**config.mk**
```make
export PLATFORM = sky130hd
export DESIGN_NAME = uart_tx_stream
export DESIGN_NICKNAME = d
export VERILOG_FILES = /design/src/rtl/uart_pkg.sv /design/src/rtl/sync_fifo.sv /design/src/rtl/uart_tx_stream.sv
export SDC_FILE = /design/constraint.sdc
export NUM_CORES = 1
export LEC_CHECK = 0
export BUFFER_PORTS_ARGS = -buffer_cell sky130_fd_sc_hd__buf_2
export CAP_MARGIN = 20
export CORE_MARGIN = 5
export CORE_UTILIZATION = 50
export CTS_CLUSTER_DIAMETER = 200
export DETAILED_ROUTE_END_ITERATION = 12
export PLACE_DENSITY = 0.73
export SKIP_CTS_REPAIR_TIMING = 1
export SYNTH_ARGS = -nofsm -noshare
export SYNTH_HDL_FRONTEND = slang
export SYNTH_SLANG_ARGS = --single-unit
export TNS_END_PERCENT = 50
```
**constraint.sdc**
```tcl
create_clock -name clk -period 3.9 [get_ports clk]
set_input_delay 0.39 -clock clk [delete_from_list [all_inputs] [get_ports clk]]
set_output_delay 0.39 -clock clk [all_outputs]
set_load 0.1 [all_outputs]
```
**src/rtl/uart_pkg.sv**
```systemverilog
// Shared UART definitions: transmitter state encodings, default widths,
// and a frame-length helper used by the TX stream and the RX path.
package uart_pkg;

    // Default width of the bit-period and inter-frame gap inputs.
    localparam int UTX_CPD_W_DEF = 10;

`ifdef UART_TX_STREAM_PARITY_EN
    localparam int UTX_PAR_BITS = 1;
`else
    localparam int UTX_PAR_BITS = 0;
`endif

    // Transmitter FSM encodings.
    typedef enum logic [2:0] {
        UTX_IDLE   = 3'd0,
        UTX_START  = 3'd1,
        UTX_DATA   = 3'd2,
        UTX_PARITY = 3'd3,
        UTX_STOP   = 3'd4,
        UTX_GAP    = 3'd5
    } utx_state_e;

    // Clock cycles occupied by one frame; a bit period of 0 counts as 1.
    function automatic int utx_frame_cycles(
        input int data_bits,
        input int parity_bits,
        input int stop_bits,
        input int cpd
    );
        int c;
        c = (cpd == 0) ? 1 : cpd;
        return (1 + data_bits + parity_bits + stop_bits) * c;
    endfunction

endpackage

```
**src/rtl/sync_fifo.sv**
```systemverilog
// Synchronous FIFO with occupancy count, full and empty flags.
// Head word is visible on rd_data whenever the FIFO is not empty.
module sync_fifo #(
    parameter int WIDTH = 8,
    parameter int DEPTH = 8
) (
    input  logic                     clk,
    input  logic                     resetn,
    input  logic                     wr_en,
    input  logic [WIDTH-1:0]         wr_data,
    input  logic                     rd_en,
    output logic [WIDTH-1:0]         rd_data,
    output logic                     full,
    output logic                     empty,
    output logic [$clog2(DEPTH):0]   count
);

    localparam int AW = $clog2(DEPTH);
    localparam int CW = AW + 1;

    logic [WIDTH-1:0] mem_q [DEPTH];
    logic [AW-1:0]    wr_ptr_q;
    logic [AW-1:0]    rd_ptr_q;
    logic [CW-1:0]    count_q;
    logic [CW-1:0]    count_d;
    logic             push;
    logic             pop;

    // A write into a full FIFO is dropped even if a pop happens that cycle.
    assign push    = wr_en && !full;
    assign pop     = rd_en && !empty;
    assign full    = (count_q == CW'(DEPTH));
    assign empty   = (count_q == '0);
    assign count   = count_q;
    assign rd_data = mem_q[rd_ptr_q];

    // Occupancy tracks push/pop; simultaneous push and pop leaves it unchanged.
    always_comb begin
        count_d = count_q;
        unique case ({push, pop})
            2'b10:   count_d = count_q + CW'(1);
            2'b01:   count_d = count_q - CW'(1);
            default: count_d = count_q;
        endcase
    end

    // Pointers wrap naturally at the power-of-two depth.
    always_ff @(posedge clk) begin
        if (!resetn) begin
            wr_ptr_q <= '0;
            rd_ptr_q <= '0;
            count_q  <= '0;
        end else begin
            if (push) begin
                wr_ptr_q <= wr_ptr_q + AW'(1);
            end
            if (pop) begin
                rd_ptr_q <= rd_ptr_q + AW'(1);
            end
            count_q <= count_d;
        end
    end

    // Storage needs no reset; the count decides what is valid.
    always_ff @(posedge clk) begin
        if (push) begin
            mem_q[wr_ptr_q] <= wr_data;
        end
    end

endmodule

```
**src/rtl/uart_tx_stream.sv**
```systemverilog
// Buffered UART transmitter: FIFO-fed, back-to-back frames, LSB first.
// Optional parity bit enabled by defining UART_TX_STREAM_PARITY_EN.
module uart_tx_stream
    import uart_pkg::*;
#(
    parameter int DATA_BITS  = 8,
    parameter int FIFO_DEPTH = 8,
    parameter int CPD_W      = UTX_CPD_W_DEF,
    parameter int STOP_BITS  = 1
) (
    input  logic                          clk,
    input  logic                          resetn,
    input  logic [CPD_W-1:0]              cycles_per_databit,
    input  logic [CPD_W-1:0]              byte_spacing,
`ifdef UART_TX_STREAM_PARITY_EN
    input  logic                          parity_odd,
`endif
    input  logic                          wr_en,
    input  logic [DATA_BITS-1:0]          wr_data,
    output logic                          full,
    output logic                          empty,
    output logic [$clog2(FIFO_DEPTH):0]   fifo_count,
    output logic                          overflow,
    output logic                          busy,
    output logic                          tx_done,
    output logic                          tx_line
);

    localparam int BW = 4;

    utx_state_e           state_q;
    logic [CPD_W-1:0]     cnt_q;
    logic [CPD_W-1:0]     cpd_q;
    logic [CPD_W-1:0]     gap_q;
    logic [DATA_BITS-1:0] shift_q;
    logic [BW-1:0]        bit_q;
    logic                 tx_line_q;
    logic                 tx_done_q;
    logic                 overflow_q;
`ifdef UART_TX_STREAM_PARITY_EN
    logic                 par_q;
    logic                 par_d;
`endif

    logic [DATA_BITS-1:0] head;
    logic [CPD_W-1:0]     cpd_d;
    logic                 cnt_last;
    logic                 stop_last;
    logic                 gap_last;
    logic                 frame_end;
    logic                 pop;
    logic                 line_d;

    sync_fifo #(
        .WIDTH (DATA_BITS),
        .DEPTH (FIFO_DEPTH)
    ) u_fifo (
        .clk     (clk),
        .resetn  (resetn),
        .wr_en   (wr_en),
        .wr_data (wr_data),
        .rd_en   (pop),
        .rd_data (head),
        .full    (full),
        .empty   (empty),
        .count   (fifo_count)
    );

    assign cpd_d     = (cycles_per_databit == '0) ? CPD_W'(1)
                                                  : cycles_per_databit;
    assign cnt_last  = (cnt_q == CPD_W'(1));
    assign stop_last = (state_q == UTX_STOP) && cnt_last
                       && (bit_q == BW'(STOP_BITS - 1));
    assign gap_last  = (state_q == UTX_GAP) && cnt_last;
    // A frame (plus its gap) is over; the next word may start right away.
    assign frame_end = (stop_last && (gap_q == '0)) || gap_last;
    assign pop       = !empty && ((state_q == UTX_IDLE) || frame_end);

`ifdef UART_TX_STREAM_PARITY_EN
    // Even parity makes the total count of ones even; odd flips it.
    assign par_d = (^head) ^ parity_odd;
`endif

    assign busy     = (state_q != UTX_IDLE);
    assign tx_done  = tx_done_q;
    assign tx_line  = tx_line_q;
    assign overflow = overflow_q;

    // Line level implied by the current state; registered one edge later.
    always_comb begin
        line_d = 1'b1;
        unique case (state_q)
            UTX_START:  line_d = 1'b0;
            UTX_DATA:   line_d = shift_q[0];
`ifdef UART_TX_STREAM_PARITY_EN
            UTX_PARITY: line_d = par_q;
`endif
            default:    line_d = 1'b1;
        endcase
    end

    // Transmit FSM: frame sequencing, bit timing and registered outputs.
    always_ff @(posedge clk) begin
        if (!resetn) begin
            state_q   <= UTX_IDLE;
            cnt_q     <= '0;
            cpd_q     <= CPD_W'(1);
            gap_q     <= '0;
            shift_q   <= '0;
            bit_q     <= '0;
            tx_line_q <= 1'b1;
            tx_done_q <= 1'b0;
`ifdef UART_TX_STREAM_PARITY_EN
            par_q     <= 1'b0;
`endif
        end else begin
            tx_line_q <= line_d;
            tx_done_q <= stop_last;
            if (pop) begin
                shift_q <= head;
                cpd_q   <= cpd_d;
                gap_q   <= byte_spacing;
                cnt_q   <= cpd_d;
                bit_q   <= '0;
`ifdef UART_TX_STREAM_PARITY_EN
                par_q   <= par_d;
`endif
                state_q <= UTX_START;
            end else begin
                unique case (state_q)
                    UTX_IDLE: begin
                        state_q <= UTX_IDLE;
                    end
                    UTX_START: begin
                        if (cnt_last) begin
                            cnt_q   <= cpd_q;
                            bit_q   <= '0;
                            state_q <= UTX_DATA;
                        end else begin
                            cnt_q <= cnt_q - CPD_W'(1);
                        end
                    end
                    UTX_DATA: begin
                        if (cnt_last) begin
                            cnt_q   <= cpd_q;
                            shift_q <= shift_q >> 1;
                            if (bit_q == BW'(DATA_BITS - 1)) begin
                                bit_q <= '0;
`ifdef UART_TX_STREAM_PARITY_EN
                                state_q <= UTX_PARITY;
`else
                                state_q <= UTX_STOP;
`endif
                            end else begin
                                bit_q <= bit_q + BW'(1);
                            end
                        end else begin
                            cnt_q <= cnt_q - CPD_W'(1);
                        end
                    end
`ifdef UART_TX_STREAM_PARITY_EN
                    UTX_PARITY: begin
                        if (cnt_last) begin
                            cnt_q   <= cpd_q;
                            bit_q   <= '0;
                            state_q <= UTX_STOP;
                        end else begin
                            cnt_q <= cnt_q - CPD_W'(1);
                        end
                    end
`endif
                    UTX_STOP: begin
                        if (cnt_last) begin
                            if (bit_q == BW'(STOP_BITS - 1)) begin
                                if (gap_q != '0) begin
                                    cnt_q   <= gap_q;
                                    state_q <= UTX_GAP;
                                end else begin
                                    state_q <= UTX_IDLE;
                                end
                            end else begin
                                bit_q <= bit_q + BW'(1);
                                cnt_q <= cpd_q;
                            end
                        end else begin
                            cnt_q <= cnt_q - CPD_W'(1);
                        end
                    end
                    UTX_GAP: begin
                        if (cnt_last) begin
                            state_q <= UTX_IDLE;
                        end else begin
                            cnt_q <= cnt_q - CPD_W'(1);
                        end
                    end
                    default: begin
                        state_q <= UTX_IDLE;
                    end
                endcase
            end
        end
    end

    // Sticky flag: a write was attempted while the FIFO was full.
    always_ff @(posedge clk) begin
        if (!resetn) begin
            overflow_q <= 1'b0;
        end else if (wr_en && full) begin
            overflow_q <= 1'b1;
        end
    end

endmodule
```
; After elaboration in Yosys (flattened, before gate mapping)
; Memory sizes are Yosys's and may differ from the RTL's. A register that Yosys moved wholly into a read port is not among the register bits.
; Index checks and enable logic that the tools add are counted.
[totals]
reg_bits = 58
ramBits = 64
input_bits = 31
output_inout_bits = 10
n_memories = 1
[memory_table]
columns = name, depth, width, rd, rd_ports_with_merged_regs, write_ports, line_no
row1 = u_fifo.mem_q, 8, 8, 1, 1, 1, sync_fifo.sv:21  ; logic [WIDTH-1:0] mem_q [DEPTH];
[classes]
addsub = 6
eq_ne = 24
mux = 32
bitwise = 1
reduce_logical = 31
[ops]
columns = operator, n
row1 = 10-bit 2-to-1 mux, 7
row2 = 10-bit case mux with 3 select lines, 1
row3 = 3-bit 2-to-1 mux, 9
row4 = 8-bit 2-to-1 mux, 3
row5 = 10-bit zero test, 2
row6 = 4-bit 2-to-1 mux, 5
row7 = "3-bit by 2-bit != test with 1-bit output, second input constant", 6
row8 = "2-bit != test, second input constant", 6
row9 = 3-bit case mux with 4 select lines, 1
row10 = 4-bit case mux with 3 select lines, 1
row11 = 6-bit AND reduction, 2
row12 = "10-bit by 1-bit == test with 1-bit output, second input constant", 1
row13 = 10-bit nonzero test, 1
row14 = "10-bit by 1-bit subtractor with 10-bit output, second input constant", 1
row15 = "4-bit by 1-bit adder with 4-bit output, second input constant", 2
row16 = 1-bit logical AND, 8
row17 = 4-bit zero test, 2
row18 = 4-bit case mux with 2 select lines, 1
row19 = "3-bit by 1-bit adder with 3-bit output, second input constant", 2
row20 = "3-bit == test, second input constant", 2
row21 = 2-bit nonzero test, 3
row22 = 3-bit nonzero test, 2
row23 = "5-bit by 3-bit != test with 1-bit output, second input constant", 1
row24 = 5-bit AND reduction, 1
row25 = other kinds (19), 24

; Logic depth before layout (Yosys ltp)
[logic_depth]
ltp_word = 10
depth_mapped = 14

; Cells and area by module
; A second synthesis with hierarchy kept.
[hier_totals]
cells_unflattened = 519
area_unflattened_um2 = 5880.6
[by_module_without_submodules]
columns = module, instances, cells_per_inst, area_each_um2
row1 = sync_fifo, 1, 167, 3101.7
row2 = uart_tx_stream, 1, 352, 2778.9

; Worst setup path after synthesis
; No wires, ideal clock.
[synth_path]
path_type = register to register
startpoint = register u_fifo.count_q[3], in the netlist u_fifo.count[3]
endpoint = register u_fifo.count_q[3], in the netlist u_fifo.count[3]
setup_ns = 0.070
t_arrival_ns = 6.383
required_ns = 3.830
setup_slack_ns = -2.553
stages_incl_launch_ff = 11
path_buffers = 0
synth_period_minus_slack_ns = 6.453
path_cell_list = dfxtp_1 nor4b_1 nor2b_1 inv_1 ha_1 ha_1 a21o_1 a21oi_1 xnor2_1 or3_1 a21oi_1
[synth_between]
word_cells_on_any_way = 13
classes_between = add/sub (2) / eq/ne (3) / mux (1) / reduce/logical (7)
[synth_rtl]
columns = item, line_no
row1 = from (decl), sync_fifo.sv:24  ; logic [CW-1:0] count_q;
row2 = from (signal assigned), sync_fifo.sv:60  ; count_q <= count_d;
row3 = 4-bit == test (*), sync_fifo.sv:32  ; assign full = (count_q == CW'(DEPTH));
row4 = via full, uart_tx_stream.sv:20  ; output logic full,
row5 = 1-bit zero test (*), sync_fifo.sv:30  ; assign push = wr_en && !full;
row6 = 1-bit logical AND (*), sync_fifo.sv:30
row7 = 2-bit by 1-bit == test with 1-bit output / 2-bit == test (equally long branches), sync_fifo.sv:40  ; unique case ({push, pop})
row8 = 4-bit case mux with 2 select lines / 2-bit nonzero test (equally long branches), -
; The timed path passes the listed nets; every way through them passes the cells marked *.
; A chain may end at the register's enable or synchronous reset.

; Worst setup path after layout
[layout_path]
startpoint = register cnt_q[5]
endpoint = register u_fifo.count_q[3], in the netlist u_fifo.count[3]
[layout_between]
elab_chain_cells = 10
word_cells_on_any_way = 13
classes_between = eq/ne (3) / mux (1) / reduce/logical (9)
[layout_rtl]
columns = item, line_no
row1 = from (decl), uart_tx_stream.sv:32  ; logic [CPD_W-1:0] cnt_q;
row2 = from (signal assigned), uart_tx_stream.sv:123  ; cnt_q <= cpd_d;
row3 = from (signal assigned), uart_tx_stream.sv:136  ; cnt_q <= cpd_q;
row4 = from (signal assigned), uart_tx_stream.sv:140  ; cnt_q <= cnt_q - CPD_W'(1);
row5 = 10-bit by 1-bit == test with 1-bit output (*), uart_tx_stream.sv:71  ; assign cnt_last = (cnt_q == CPD_W'(1));
row6 = 1-bit logical AND, uart_tx_stream.sv:72  ; assign stop_last = (state_q == UTX_STOP) && cnt_last
row7 = 1-bit logical AND, uart_tx_stream.sv:73  ; && (bit_q == BW'(STOP_BITS - 1));
row8 = 1-bit logical AND, uart_tx_stream.sv:76  ; assign frame_end = (stop_last && (gap_q == '0)) || gap_last;
row9 = 1-bit logical OR (*), uart_tx_stream.sv:76
row10 = 1-bit logical OR (*), uart_tx_stream.sv:77  ; assign pop = !empty && ((state_q == UTX_IDLE) || frame_end);
row11 = 1-bit logical AND (*), uart_tx_stream.sv:77
row12 = 1-bit logical AND (*), sync_fifo.sv:31  ; assign pop = rd_en && !empty;
row13 = 2-bit by 1-bit == test with 1-bit output / 2-bit == test (equally long branches), sync_fifo.sv:40
row14 = 4-bit case mux with 2 select lines / 2-bit nonzero test (equally long branches), -
; Mark *: on every way between the ends. The rest lies on a longest branch, timed or not.

==> run metrics <==
first-pass GRT wire length=approximately 20000 um; GR Overflow Total=0; Floorplan Core Area=10890 um2; share of Yosys cell area claimed by the top area cell type=34.41%; maximum cell stage delay along the critical path=~590 ps; top cells by area, synth=sky130_fd_sc_hd__edfxtp_1 34%, sky130_fd_sc_hd__dfxtp_1 22%, sky130_fd_sc_hd__mux4_2 6.5%; final estimated routing congestion in global placement=between 0.7 and 0.8; launch instance of the worst register-to-register path=cnt_q[5]; drt wl/cell=17.37 um; number of flip-flops and latches in the synthesized netlist=125; Clock Latency Late Sink=about 520 ps; number of global-route vias before repair=3945; fmax=312.0 MHz; count of yosys warnings during synthesis=0; initial antenna violation count=0; violation count after the first detailed-routing iteration=301; library cell with the highest instance count after synthesis=sky130_fd_sc_hd__nand2_1; number of synthesized flops with an enable pin=64; Avg Cell Area, Syn=11.10 um2; start point of the critical path=cnt_q[5]; cell area after layout=approximately 6500 um2; vertical die dimension=115.7 um; signal arrival time at the worst endpoint=3640 ps; maximum number of pins on one net before global-route repair=51; Net Count, Synth=544; total count of max-transition violations in the final report=0; unrepaired setup endpoints after global routing=no; number of standard cells after synthesis=about 500; shortest clock period the worst path allows after layout=3205 ps; P per Cell Area=754.0 nW/um2; Sinks on Clock Net=between 100 and 150; Area Overhead vs Synth=17.00%; Leak=2.338 nW; number of buffer cells added on primary ports=40; Fin Setup TNS=0 ps; Worst Setup Slack post-DPL=759.5 ps; effective utilization at floorplan=51.30%; Die X-Extent=115.7 um; cell area after synthesis=5585 um2; reported max-cap violation count=0; clock transition at the register clock pins on the worst setup and hold paths after CTS=60 ps; routed via count divided by cell count=5.829; placed cell area=5972 um2; Unique masters post-synth=55; worst-case clock buffer depth=2; startpoint kind of the worst setup timing path=flip-flop; delay-heaviest family, CP=compound AO/OA/AOI/OAI gates; number of buffers created by CTS=17; share of the cycle needed by the critical path after routing=82.18%; element type at the critical path end=flip-flop; DRC violation count after routing=0; total length of routed wires=12110 um; number of placement rows=38; remaining antenna violation count=0; fraction of final layout cells sized beyond drive strength 1=about a fifth; run status=finished clean; final clock skew=a little over 9 ps; Worst Hold Launch=byte_spacing[6]; Critical-path top delay cell=sky130_fd_sc_hd__or4_4; fraction of synthesis flops using an asynchronous set or reset pin=0%; CP max FO=6; kind of critical path=reg2reg; Clock H-tree levels=4; Inserted Diodes=0; post-synthesis cell type with the largest combined area=sky130_fd_sc_hd__edfxtp_1; die footprint=13380 um2; TritonRoute pass-1 iters=5; most used flip-flop cell after synthesis=sky130_fd_sc_hd__edfxtp_1; most common library cells after synthesis=69 x sky130_fd_sc_hd__nand2_1, 64 x sky130_fd_sc_hd__edfxtp_1, 61 x sky130_fd_sc_hd__dfxtp_1, 51 x sky130_fd_sc_hd__a21oi_1, 29 x sky130_fd_sc_hd__nor2_1; via count=4063; fin worst setup slack=about 690 ps; final cell utilization of the core=60.02%; Clock Tree Root=sky130_fd_sc_hd__clkbuf_8; post-DP HPWL=~8000 um; slew at the pin closest to its max-slew limit=892.5 ps; Cell Chain, Critical Path=or4_4, o41a_1, a2111o_1, clkinv_1, ha_1, ha_1, a21o_1, a21oi_1, xnor2_1, or3_1, a21oi_1; number of top-level design ports=41; sequential cell area fraction in the yosys report=56.27%; worst relative slew slack=40.42%; type of the most critical hold path=in2reg; Final Setup Violations=0; data required time of the worst path=~4300 ps; IR Drop Worst-Case VDD=494.6 uV; clock tree from TritonCTS=built; count of final hold-check violations=0; Nets=around 600; count of buffering cells on the critical path with inverters included=1; Tot GR Track Use=19.16%
-- metal layers --
metal  up-vias  global-route usage (%)  part of all wire, %
li1       1951                       -                    -
met1      1962                   24.64                   43
met2       132                   30.98                   49
met3        18                   5.326                  6.7
met4         0                   7.502                  1.5
met5         -                       0                    0
-- worst register-to-register path: stages (launching register included) --
cell and delay (ps):
sky130_fd_sc_hd__dfxtp_1 360, sky130_fd_sc_hd__or4_4 590, sky130_fd_sc_hd__o41a_1 330, sky130_fd_sc_hd__a2111o_1 330, sky130_fd_sc_hd__clkinv_1 80, sky130_fd_sc_hd__ha_1 200
sky130_fd_sc_hd__ha_1 250, sky130_fd_sc_hd__a21o_1 190, sky130_fd_sc_hd__a21oi_1 200, sky130_fd_sc_hd__xnor2_1 100, sky130_fd_sc_hd__or3_1 310, sky130_fd_sc_hd__a21oi_1 170
-- flip-flops by register name, indices dropped and copies added (netlist names), named ones only --
signal and cells:
u_fifo.wr_ptr_q 3, u_fifo.count 4, overflow 1, shift_q 8, cnt_q 10, cpd_q 10, gap_q 10, bit_q 4
tx_line 1, u_fifo.rd_ptr_q 3, state_q 3, tx_done 1, u_fifo.mem_q 64
-- area by class of cell --
class | count | area, um2
fillers | 887 | 4353
repair buffers | 53 | 297.8
inverters | 12 | 45.04
well taps | 140 | 175.2
flip-flops and latches | 125 | 3148
clock inverters | 13 | 145.1
multi-input cells | 336 | 2306
clock buffers | 18 | 417.9
-- per-stage QoR --
stage | std cells | total power, mW | hold WS [ps]
finish | 697 | 4.927 | 106.1
global route | 697 | 5.213 | 103.4
CTS | 697 | 4.954 | 79.17
detailed placement | 666 | 3.453 | 451.8
global placement | 666 | 3.398 | 446.7
floorplan | 503 | 3.089 | 436.7
-- cells by family after synthesis --
| kind of cell | count (synthesis) | share of synthesized area, % |
|---|---|---|
| buffers and inverters | 42 | 2.979 |
| flip-flops | 125 | 56.27 |
| XOR/XNOR | 13 | 2.039 |
| multiplexers | 26 | 8.244 |
| AO/OA/AOI/OAI | 114 | 12.77 |
| AND/OR/NAND/NOR | 173 | 15.32 |
| adder cells (fa/ha/maj) | 10 | 2.375 |
-- placed cells by master, fill, tap and decap left out, types with 7 or more instances in the layout --
master / count
sky130_fd_sc_hd__a211oi_1: 15
sky130_fd_sc_hd__buf_2: 40
sky130_fd_sc_hd__xnor2_1: 7
sky130_fd_sc_hd__nor3_1: 10
sky130_fd_sc_hd__nor2b_1: 12
sky130_fd_sc_hd__mux2i_1: 10
sky130_fd_sc_hd__nand2_1: 69
sky130_fd_sc_hd__o21ai_0: 16
sky130_fd_sc_hd__nor2_1: 29
sky130_fd_sc_hd__nand3_1: 13
sky130_fd_sc_hd__a21oi_1: 51
sky130_fd_sc_hd__ha_1: 9
sky130_fd_sc_hd__dfxtp_1: 57
sky130_fd_sc_hd__buf_4: 13
sky130_fd_sc_hd__edfxtp_1: 64
sky130_fd_sc_hd__mux4_2: 16
sky130_fd_sc_hd__a21o_1: 7
sky130_fd_sc_hd__clkbuf_16: 16
sky130_fd_sc_hd__inv_1: 10
-- power breakdown --
part / switching [mW] / internal (mW) / total, mW / leakage (nW)
sequential: 0.202 / 1.61 / 1.82 / 1.08
clock: 0.577 / 0.908 / 1.48 / 0.267
combinational: 1.03 / 0.594 / 1.63 / 0.988
-- final timing paths --
kind                     endpoint  slack, ps  depth (start not counted)
hold reg to reg          cpd_q[9]        460                          2
hold / removal           gap_q[6]        110                          3
setup reg to reg  u_fifo.count[3]        690                         11
setup / recovery  u_fifo.count[3]        690                         11
(Power assumes the default switching activity.)
